<file path="src/rtl/line_buffer_pkg.sv">
// Shared widths, FSM state type and word-select helper for the line buffer.
package line_buffer_pkg;

  localparam int unsigned OFFSET_BITS    = 5;
  localparam int unsigned TAG_BITS       = 27;
  localparam int unsigned WORDS_PER_LINE = 8;
  localparam int unsigned LINE_BITS      = 256;
  localparam int unsigned WORD_BITS      = 32;
  localparam int unsigned INDEX_BITS     = $clog2(WORDS_PER_LINE);

  typedef enum logic [2:0] {
    IDLE = 3'd0,
    WB   = 3'd1,
    GAP  = 3'd2,
    FILL = 3'd3,
    RESP = 3'd4
  } line_buffer_state_e;

  // Extract 32-bit word idx from a line (word w at bits [32w+31:32w]).
  function automatic logic [WORD_BITS-1:0] word_sel(input logic [LINE_BITS-1:0]  line,
                                                    input logic [INDEX_BITS-1:0] idx);
    return line[{idx, 5'b0} +: WORD_BITS];
  endfunction

endpackage

</file>
<file path="src/rtl/line_buffer_merge.sv">
// Byte-lane merge of a 32-bit write into one word of a 256-bit line.
import line_buffer_pkg::*;

module line_buffer_merge (
  input  logic [LINE_BITS-1:0]  line_i,
  input  logic [INDEX_BITS-1:0] word_idx_i,
  input  logic [3:0]            byte_en_i,
  input  logic [WORD_BITS-1:0]  wdata_i,
  output logic [LINE_BITS-1:0]  line_o
);

  // Overwrite only the enabled byte lanes of the selected word.
  always_comb begin
    line_o = line_i;
    for (int b = 0; b < 4; b++) begin
      if (byte_en_i[b]) begin
        line_o[{word_idx_i, 2'(b), 3'b0} +: 8] = wdata_i[8*b +: 8];
      end
    end
  end

endmodule

</file>
<file path="src/rtl/line_buffer.sv">
// Single-entry write-back line buffer between a 32-bit CPU port and a
// 256-bit cacheline adaptor. Optional LINE_BUFFER_PERF_EN adds saturating
// hit/miss counters.
import line_buffer_pkg::*;

module line_buffer (
  input  logic                 clk,
  input  logic                 reset,
  input  logic [31:0]          mem_address,
  input  logic                 mem_read,
  input  logic                 mem_write,
  input  logic [3:0]           mem_byte_enable,
  input  logic [31:0]          mem_wdata,
  output logic [31:0]          mem_rdata,
  output logic                 mem_resp,
  output logic [31:0]          pmem_address,
  output logic                 pmem_read,
  output logic                 pmem_write,
  output logic [LINE_BITS-1:0] pmem_wdata,
  input  logic [LINE_BITS-1:0] pmem_rdata,
  input  logic                 pmem_resp
`ifdef LINE_BUFFER_PERF_EN
  ,
  output logic [31:0]          hit_count,
  output logic [31:0]          miss_count
`endif
);

  line_buffer_state_e   state_q, state_d;
  logic                 valid_q, valid_d;
  logic                 dirty_q, dirty_d;
  logic [TAG_BITS-1:0]  tag_q, tag_d;
  logic [LINE_BITS-1:0] line_q, line_d;
  logic [31:0]          mem_rdata_q, mem_rdata_d;
  logic                 mem_resp_q, mem_resp_d;
  logic [31:0]          pmem_address_q, pmem_address_d;
  logic                 pmem_read_q, pmem_read_d;
  logic                 pmem_write_q, pmem_write_d;
`ifdef LINE_BUFFER_PERF_EN
  logic [31:0]          hit_cnt_q, hit_cnt_d;
  logic [31:0]          miss_cnt_q, miss_cnt_d;
`endif

  logic [TAG_BITS-1:0]   req_tag;
  logic [INDEX_BITS-1:0] req_idx;
  logic                  hit;
  logic [LINE_BITS-1:0]  merge_base;
  logic [LINE_BITS-1:0]  merged_line;
  logic                  unused_addr;

  assign req_tag     = mem_address[31:OFFSET_BITS];
  assign req_idx     = mem_address[OFFSET_BITS-1:2];
  assign hit         = valid_q && (tag_q == req_tag);
  assign unused_addr = ^mem_address[1:0];

  // The merge operates on the stored line for hits and on the incoming fill in FILL.
  assign merge_base = (state_q == FILL) ? pmem_rdata : line_q;

  line_buffer_merge u_merge (
    .line_i     (merge_base),
    .word_idx_i (req_idx),
    .byte_en_i  (mem_byte_enable),
    .wdata_i    (mem_wdata),
    .line_o     (merged_line)
  );

  // State register and all registered outputs.
  always_ff @(posedge clk or posedge reset) begin
    if (reset) begin
      state_q        <= IDLE;
      valid_q        <= 1'b0;
      dirty_q        <= 1'b0;
      tag_q          <= '0;
      line_q         <= '0;
      mem_rdata_q    <= '0;
      mem_resp_q     <= 1'b0;
      pmem_address_q <= '0;
      pmem_read_q    <= 1'b0;
      pmem_write_q   <= 1'b0;
`ifdef LINE_BUFFER_PERF_EN
      hit_cnt_q      <= '0;
      miss_cnt_q     <= '0;
`endif
    end else begin
      state_q        <= state_d;
      valid_q        <= valid_d;
      dirty_q        <= dirty_d;
      tag_q          <= tag_d;
      line_q         <= line_d;
      mem_rdata_q    <= mem_rdata_d;
      mem_resp_q     <= mem_resp_d;
      pmem_address_q <= pmem_address_d;
      pmem_read_q    <= pmem_read_d;
      pmem_write_q   <= pmem_write_d;
`ifdef LINE_BUFFER_PERF_EN
      hit_cnt_q      <= hit_cnt_d;
      miss_cnt_q     <= miss_cnt_d;
`endif
    end
  end

  // Next-state and next-output logic; requests are only sampled in IDLE.
  always_comb begin
    state_d        = state_q;
    valid_d        = valid_q;
    dirty_d        = dirty_q;
    tag_d          = tag_q;
    line_d         = line_q;
    mem_rdata_d    = mem_rdata_q;
    mem_resp_d     = 1'b0;
    pmem_address_d = pmem_address_q;
    pmem_read_d    = pmem_read_q;
    pmem_write_d   = pmem_write_q;
`ifdef LINE_BUFFER_PERF_EN
    hit_cnt_d      = hit_cnt_q;
    miss_cnt_d     = miss_cnt_q;
`endif
    unique case (state_q)
      IDLE: begin
        if (mem_read || mem_write) begin
          if (hit) begin
            if (mem_write) begin
              line_d  = merged_line;
              dirty_d = 1'b1;
            end else begin
              mem_rdata_d = word_sel(line_q, req_idx);
            end
            mem_resp_d = 1'b1;
            state_d    = RESP;
`ifdef LINE_BUFFER_PERF_EN
            if (hit_cnt_q != 32'hFFFF_FFFF) hit_cnt_d = hit_cnt_q + 32'd1;
`endif
          end else begin
            if (valid_q && dirty_q) begin
              pmem_address_d = {tag_q, OFFSET_BITS'(0)};
              pmem_write_d   = 1'b1;
              state_d        = WB;
            end else begin
              pmem_address_d = {req_tag, OFFSET_BITS'(0)};
              pmem_read_d    = 1'b1;
              state_d        = FILL;
            end
`ifdef LINE_BUFFER_PERF_EN
            if (miss_cnt_q != 32'hFFFF_FFFF) miss_cnt_d = miss_cnt_q + 32'd1;
`endif
          end
        end
      end
      WB: begin
        if (pmem_resp) begin
          pmem_write_d = 1'b0;
          dirty_d      = 1'b0;
          state_d      = GAP;
        end
      end
      GAP: begin
        pmem_address_d = {req_tag, OFFSET_BITS'(0)};
        pmem_read_d    = 1'b1;
        state_d        = FILL;
      end
      FILL: begin
        if (pmem_resp) begin
          line_d      = mem_write ? merged_line : pmem_rdata;
          tag_d       = req_tag;
          valid_d     = 1'b1;
          dirty_d     = mem_write;
          mem_rdata_d = word_sel(pmem_rdata, req_idx);
          mem_resp_d  = 1'b1;
          pmem_read_d = 1'b0;
          state_d     = RESP;
        end
      end
      RESP: begin
        state_d = IDLE;
      end
      default: begin
        state_d = IDLE;
      end
    endcase
  end

  assign mem_rdata    = mem_rdata_q;
  assign mem_resp     = mem_resp_q;
  assign pmem_address = pmem_address_q;
  assign pmem_read    = pmem_read_q;
  assign pmem_write   = pmem_write_q;
  assign pmem_wdata   = line_q;
`ifdef LINE_BUFFER_PERF_EN
  assign hit_count    = hit_cnt_q;
  assign miss_count   = miss_cnt_q;
`endif

endmodule

</file>
<file path="config.mk">
export PLATFORM = sky130hd
export DESIGN_NAME = line_buffer
export DESIGN_NICKNAME = d
export VERILOG_FILES = /design/src/rtl/line_buffer_pkg.sv /design/src/rtl/line_buffer_merge.sv /design/src/rtl/line_buffer.sv
export SDC_FILE = /design/constraint.sdc
export NUM_CORES = 1
export LEC_CHECK = 0
export BUFFER_PORTS_ARGS = -buffer_cell sky130_fd_sc_hd__buf_2
export CORE_AREA = 2 2 250 252
export CTS_BUF_LIST = sky130_fd_sc_hd__clkbuf_8
export DETAILED_ROUTE_END_ITERATION = 8
export DIE_AREA = 0 0 252 254
export HOLD_SLACK_MARGIN = 0.08
export PLACE_DENSITY = 0.62
export SYNTH_ARGS = -nofsm -noshare
export SYNTH_HDL_FRONTEND = slang
export SYNTH_SLANG_ARGS = --single-unit
export TNS_END_PERCENT = 5
</file>
<file path="constraint.sdc">
create_clock -name clk -period 27 [get_ports clk]
set_clock_uncertainty 0.05 [all_clocks]
set_input_delay 2.7 -clock clk [delete_from_list [all_inputs] [get_ports clk]]
set_output_delay 2.7 -clock clk [all_outputs]
set_load 0.02 [all_outputs]
</file>
==> out/metrics.csv, run 1 <==
metric;value;unit
tightest_slew;1320;ps
drive_gt1_share;34.4;%
status;finished, final reports clean;
ir_drop;0.0871;mV
p_seq_share;27.8;%
reg2reg_depth;6;
io_buffers;644;
cts.repair.resized;0;
p_leak;13.4;nW
drtIter0Drc;2945;
tritoncts;built;
layout_min_cycle_time;6220;ps
synthArstFlopShare;100;%
cp_max_fo;89;
place.gp.congestion;0.943;
syn_inst;2320;
power_frac_comb;54.5;%
fin_crit_sh;23.0;%
synth_ff_type;dfrtp_1;
rsz0062_at_grt;false;
end_kind;flop;
critPathKind;primary input to flop;
synth.area.top_cells;dfrtp_1 37%, mux4_2 12%, a22oi_1 3.9%, nand2_1 3.1%, a21oi_1 2.9%;
htree_levels;3;
hold_violations;0;
p_clk_share;17.7;%
wl;112000;um
hold_buffers;0;
die_w;252;um
grt_pass1_wl;163000;um
fmax;0.161;GHz
setup_viol;0;
preCtsSetupSlack;20130;ps
die_h;254;um
antenna_found_initial;26;
tns;0;ps
num_rows;91;
synth_edf_count;0;
cts_made_buffers;72;
wl_per_cell;30.3;um
viasPerCell;6.62;
setup_ws;20780;ps
yosysSeqAreaShare;37.3;%
ys_ff_latch;350;
ioPinCount;652;
hold_depth;1;
clk_pin_slew_worst_paths;60;ps
synth_warnings;0;
worstSkewPairLatency;660;ps
clkSinkCount;350;
drc;0;
switchingPower;0.00148;W
maxCapViolCount;0;
syn_area_per_cell;10.1;um^2
placed_cell_area;27200;um^2
slew_headroom;12.1;%
power.internal;0.00162;W
worstReg2RegEnd;pmem_wdata[230];
ys_types;63;
whs;450;ps
hp-class;flop to flop;
place_hpwl;78400;um
nFillCells;5907;
final_nets;3182;
start_util;38.3;%
startpoint_type;primary input;
grt_max_degree;128;
yosysTopAreaCell;dfrtp_1;
p_per_area;108;nW/um^2
ys_top_cells_by_count;350 x dfrtp_1, 192 x nand2_1, 139 x clkbuf_1;
synth.most_common_cell;dfrtp_1;
yosys.area.top_type_share;37.3;%
clock-root-buffer;clkbuf_8;
core-area;61300;um^2
regToRegSetupSlack;22490;ps
area_growth;21.8;%
grt_overflow_total;0;
first_pass_iters;6;
fin_area;28600;um^2
cts_setup_buffers;0;
maxSlewViolCount;0;
cp-startpoint;mem_write;
clock_path_buffers;3;
netSwitchingFraction;47.7;%
netlist_area;23500;um^2
crit_path_end;pmem_wdata[230];
cp_data_arrival_time;6630;ps
die_area;64000;um^2
drtAntennaViolNets;0;
cp_data_required_time;27420;ps
finalPower;0.00310;W
r2r-start;state_q[1];
grt_pass1_vias;24100;
track_usage;34.0;%
vias;24500;
-- cell type report --
type                    instances  area [um^2]  share of cell area (%)
well taps                     790          988                    3.45
flip-flops and latches        350         8760                    30.6
multi-input cells            1670        13700                    47.8
clock inverters                37          218                   0.761
repair buffers                681         3520                    12.3
diodes                         21         52.6                   0.184
clock buffers                  82         1130                    3.94
inverters                      71          279                   0.975
-- metrics by stage --
| stage | util, % | std cells |
|---|---|---|
| 6_report | 46.7 | 3702 |
| 5_1_grt | 46.7 | 3694 |
| 4_1_cts | 46.6 | 3681 |
| 3_5_place_dp | 44.4 | 3562 |
| 3_3_place_gp | 44.4 | 3562 |
| 2_1_floorplan | - | 2324 |
-- worst min path at each step --
| stage | to | start | slack, ps |
|---|---|---|---|
| after floorplan | tag_q[1] | tag_q[1] | 440 |
| after global placement | pmem_read | pmem_read | 420 |
| after detailed placement | mem_rdata[29] | mem_rdata[29] | 440 |
| after CTS | mem_rdata[29] | mem_rdata[29] | 450 |
| after global routing | mem_rdata[29] | mem_rdata[29] | 470 |
| final | mem_rdata[29] | mem_rdata[29] | 450 |
-- layout by cell type, fill, tap and decap left out, types with 6 or more instances in the layout --
master,n
a21boi_0,46
a21oi_1,136
a221o_1,48
a22oi_1,121
a2bb2oi_1,56
a31oi_1,82
a32o_1,41
a32oi_1,55
and2_1,17
and3_1,13
buf_2,643
buf_4,37
clkbuf_8,82
dfrtp_1,350
diode_2,21
ha_1,7
inv_1,96
mux2_2,56
mux2i_1,28
mux4_2,128
nand2_1,190
nand3_1,65
nand3b_1,7
nand4_1,35
nor2_1,55
nor3_1,28
nor3b_1,39
o211a_1,57
o21a_1,82
o21ai_0,89
o22a_1,24
o22ai_1,64
o41ai_4,6
xnor2_1,27
-- worst max-delay path, cell delays in order --
cell,delay (ps)
buf_2,110
buf_4,490
nor2_1,120
nand2_1,150
nand2_4,260
nand4b_4,480
nand2_4,890
buf_4,990
a2bb2oi_1,170
-- routing by layer --
layer,track usage [%],vias to the layer above,share of wire [%]
met2,54.7,1698,47
met1,43.1,12200,38
li1,-,10300,-
met4,14.8,16,4.0
met3,9.00,309,11
met5,0,-,0.092
-- kinds of logic (layout without fill, tap and decap cells) --
family / Yosys count / in the layout / share of synthesized area [%]
AND/OR/NAND/NOR: 497 / 497 / 10.8
multiplexers: 212 / 212 / 16.1
flip-flops: 350 / 350 / 37.3
adder cells (fa/ha/maj): 7 / 7 / 0.373
XOR/XNOR: 27 / 27 / 1.01
other: 1 / 26 / 0.0160
buffers and inverters: 304 / 871 / 5.25
AO/OA/AOI/OAI: 922 / 922 / 29.1
-- sequential cells by signal, summed over array words and instances, names as in the netlist --
signal	cells
pmem_wdata	256
mem_rdata	32
pmem_address	27
tag_q	27
state_q	3
dirty_q	1
mem_resp	1
pmem_read	1
pmem_write	1
valid_q	1
-- power by group through the flow --
stage | clock network (W) | registers, W | logic, W
6_report | 0.000549 | 0.000861 | 0.00169
5_1_grt | 0.000583 | 0.000879 | 0.00179
4_1_cts | 0.000559 | 0.000856 | 0.00167
3_5_place_dp | 0 | 0.000862 | 0.00167
3_3_place_gp | 0 | 0.000853 | 0.00163
2_1_floorplan | 0 | 0.000980 | 0.000974
Note: power is estimated with default switching activity, not from simulation.
==> run 2, diff against run 1 <==
- clock period: 27 -> 6 ns (I/O delays scaled with it)
==> out/metrics.csv, run 2 (synthesis gave the netlist of run 1 again) <==
metric;value;unit;change
first_pass_iters;7;;was 6
die_area;64000;um^2;unchanged
fin_crit_sh;72.5;%;
ioPinCount;652;;unchanged
vias;24900;;was 24500
hold_violations;0;;unchanged
placed_cell_area;27300;um^2;was 27200 um^2
worstReg2RegEnd;pmem_wdata[0];;was pmem_wdata[230]
viasPerCell;6.67;;was 6.62
num_rows;91;;unchanged
maxSlewViolCount;0;;unchanged
clock-root-buffer;clkbuf_8;;unchanged
power_frac_comb;54.3;%;was 54.5%
fin_util;47.3;%;was 46.7%
slew_headroom;1.19;%;was 12.1%
tritoncts;built;;unchanged
drc;0;;unchanged
crit_path_end;pmem_wdata[0];;was pmem_wdata[230]
core-area;61300;um^2;unchanged
grt_max_degree;120;;was 128
clock_path_buffers;3;;unchanged
finalNonFillerCells;3731;;was 3702
drtAntennaViolNets;0;;unchanged
tightest_slew;1480;ps;was 1320 ps
reg2reg_depth;6;;unchanged
antenna_found_initial;27;;was 26
drive_gt1_share;34.5;%;was 34.4%
r2r-start;state_q[1];;unchanged
p_leak;13.5;nW;was 13.4 nW
cp_data_arrival_time;4770;ps;was 6630 ps
cp_data_required_time;6420;ps;was 27420 ps
whs;147;ps;was 450 ps
most-common-layout-cells;643 x buf_2, 350 x dfrtp_1, 190 x nand2_1, 136 x a21oi_1, 128 x mux4_2;;unchanged
start_util;38.3;%;unchanged
multi_input_area;13700;um^2;about the same
cp-startpoint;state_q[1];;was mem_write
dp_cells;3565;;was 3562
final_common_cell;buf_2;;unchanged
tns;0;ps;unchanged
p_seq_share;27.4;%;was 27.8%
rsz0062_at_grt;false;;unchanged
cp_max_fo;73;;was 89
p_clk_share;18.3;%;was 17.7%
nFillCells;5819;;was 5907
place_hpwl;79400;um;was 78400 um
top_usage_layer;met2;;unchanged
setup_viol;0;;unchanged
netSwitchingFraction;47.4;%;was 47.7%
cts_made_buffers;69;;was 72
fin_area;29000;um^2;was 28600 um^2
maxCapViolCount;0;;unchanged
worstSkewPairLatency;660;ps;about the same
place.gp.congestion;0.970;;was 0.943
largest_reg_flops;256;;unchanged
use_met1;42.4;%;was 43.1%
wl;113000;um;was 112000 um
area_growth;23.4;%;was 21.8%
clkSinkCount;350;;unchanged
drtIter0Drc;2771;;was 2945
status;finished, final reports clean;;unchanged
layout_min_cycle_time;4350;ps;
use_met3;9.43;%;was 9.00%
track_usage;34.0;%;about the same
regArea;8760;um^2;unchanged
die_h;254;um;unchanged
final_nets;3202;;was 3182
die_w;252;um;unchanged
switchingPower;0.00671;W;was 0.00148 W
hp-class;primary input to flop;;was flop to flop
regToRegSetupSlack;1650;ps;was 22490 ps
startpoint_type;flop;;was primary input
end_kind;flop;;unchanged
fmax;0.230;GHz;
grt_pass1_vias;24000;;was 24100
clk_pin_slew_worst_paths;60;ps;about the same
wl_per_cell;30.2;um;was 30.3 um
io_buffers;644;;unchanged
ir_drop;0.409;mV;was 0.0871 mV
power.internal;0.00745;W;was 0.00162 W
grt_use_met2;54.8;%;was 54.7%
p_per_area;489;nW/um^2;was 108 nW/um^2
critPathKind;flop to flop;;was primary input to flop
htree_levels;3;;unchanged
grt_pass1_wl;162000;um;was 163000 um
grt_overflow_total;0;;unchanged
==> run 2: cell types whose count changed in the layout (fill, tap and decap cells not counted), sizes merged <==
cell,before,now
dlygate4sd3,0,20
inv,103,96
clkinv,3,9
buf,681,684
clkbuf,82,85
diode,21,24
bufinv,1,2
==> run 2: per-layer routing <==
layer  wire (um)  vias up
met2       53400     1747
li1            -    10300
met4        5140       18
met1       41500    12500
met3       12500      340
met5         172        -
==> run 2: critical path, stage by stage (launching register included) <==
cell and delay, ps:
dfrtp_1 640, inv_1 240, or4_1 700, nand3_4 620, buf_4 920, o21ai_1 570, a2bb2oi_1 260
==> run 2: worst min-delay path by stage <==
stage	start	to	slack [ps]	depth (start not counted)
detailed placement	pmem_read	pmem_read	430	1
global route	mem_address[16]	tag_q[11]	130	3
finish	mem_address[29]	tag_q[24]	150	3
global placement	pmem_read	pmem_read	420	1
CTS	mem_address[16]	tag_q[11]	80	3
floorplan	tag_q[1]	tag_q[1]	440	2
==> run 2: area by class of cell <==
cell class / count / area share (%)
clock buffers: 85 / 4.04
flip-flops and latches: 350 / 30.2
clock inverters: 37 / 0.894
inverters: 71 / 0.950
multi-input cells: 1670 / 47.2
repair buffers: 704 / 13.1
well taps: 790 / 3.41
diodes: 24 / 0.207
==> run 2: power by group through the flow <==
stage               Clock [W]  Sequential (W)  Combinational, W
global route          0.00274         0.00395           0.00815
detailed placement          0         0.00387           0.00756
floorplan                   0         0.00441           0.00438
finish                0.00259         0.00388           0.00769
global placement            0         0.00384           0.00741
CTS                   0.00263         0.00384           0.00760
==> run 2: metrics by stage <==
stage / setup slack (ps) / total power, W
final: 1650 / 0.0142
after global routing: 1460 / 0.0148
after CTS: 1780 / 0.0141
after detailed placement: 1650 / 0.0114
after global placement: 1620 / 0.0113
after floorplan: 664 / 0.00879
==> run 2: what timing repair did <==
action,CTS,global route
hold buffers,20,0
hold endpoints to repair,20,0
gates resized for setup,0,0
buffers inserted,0,0
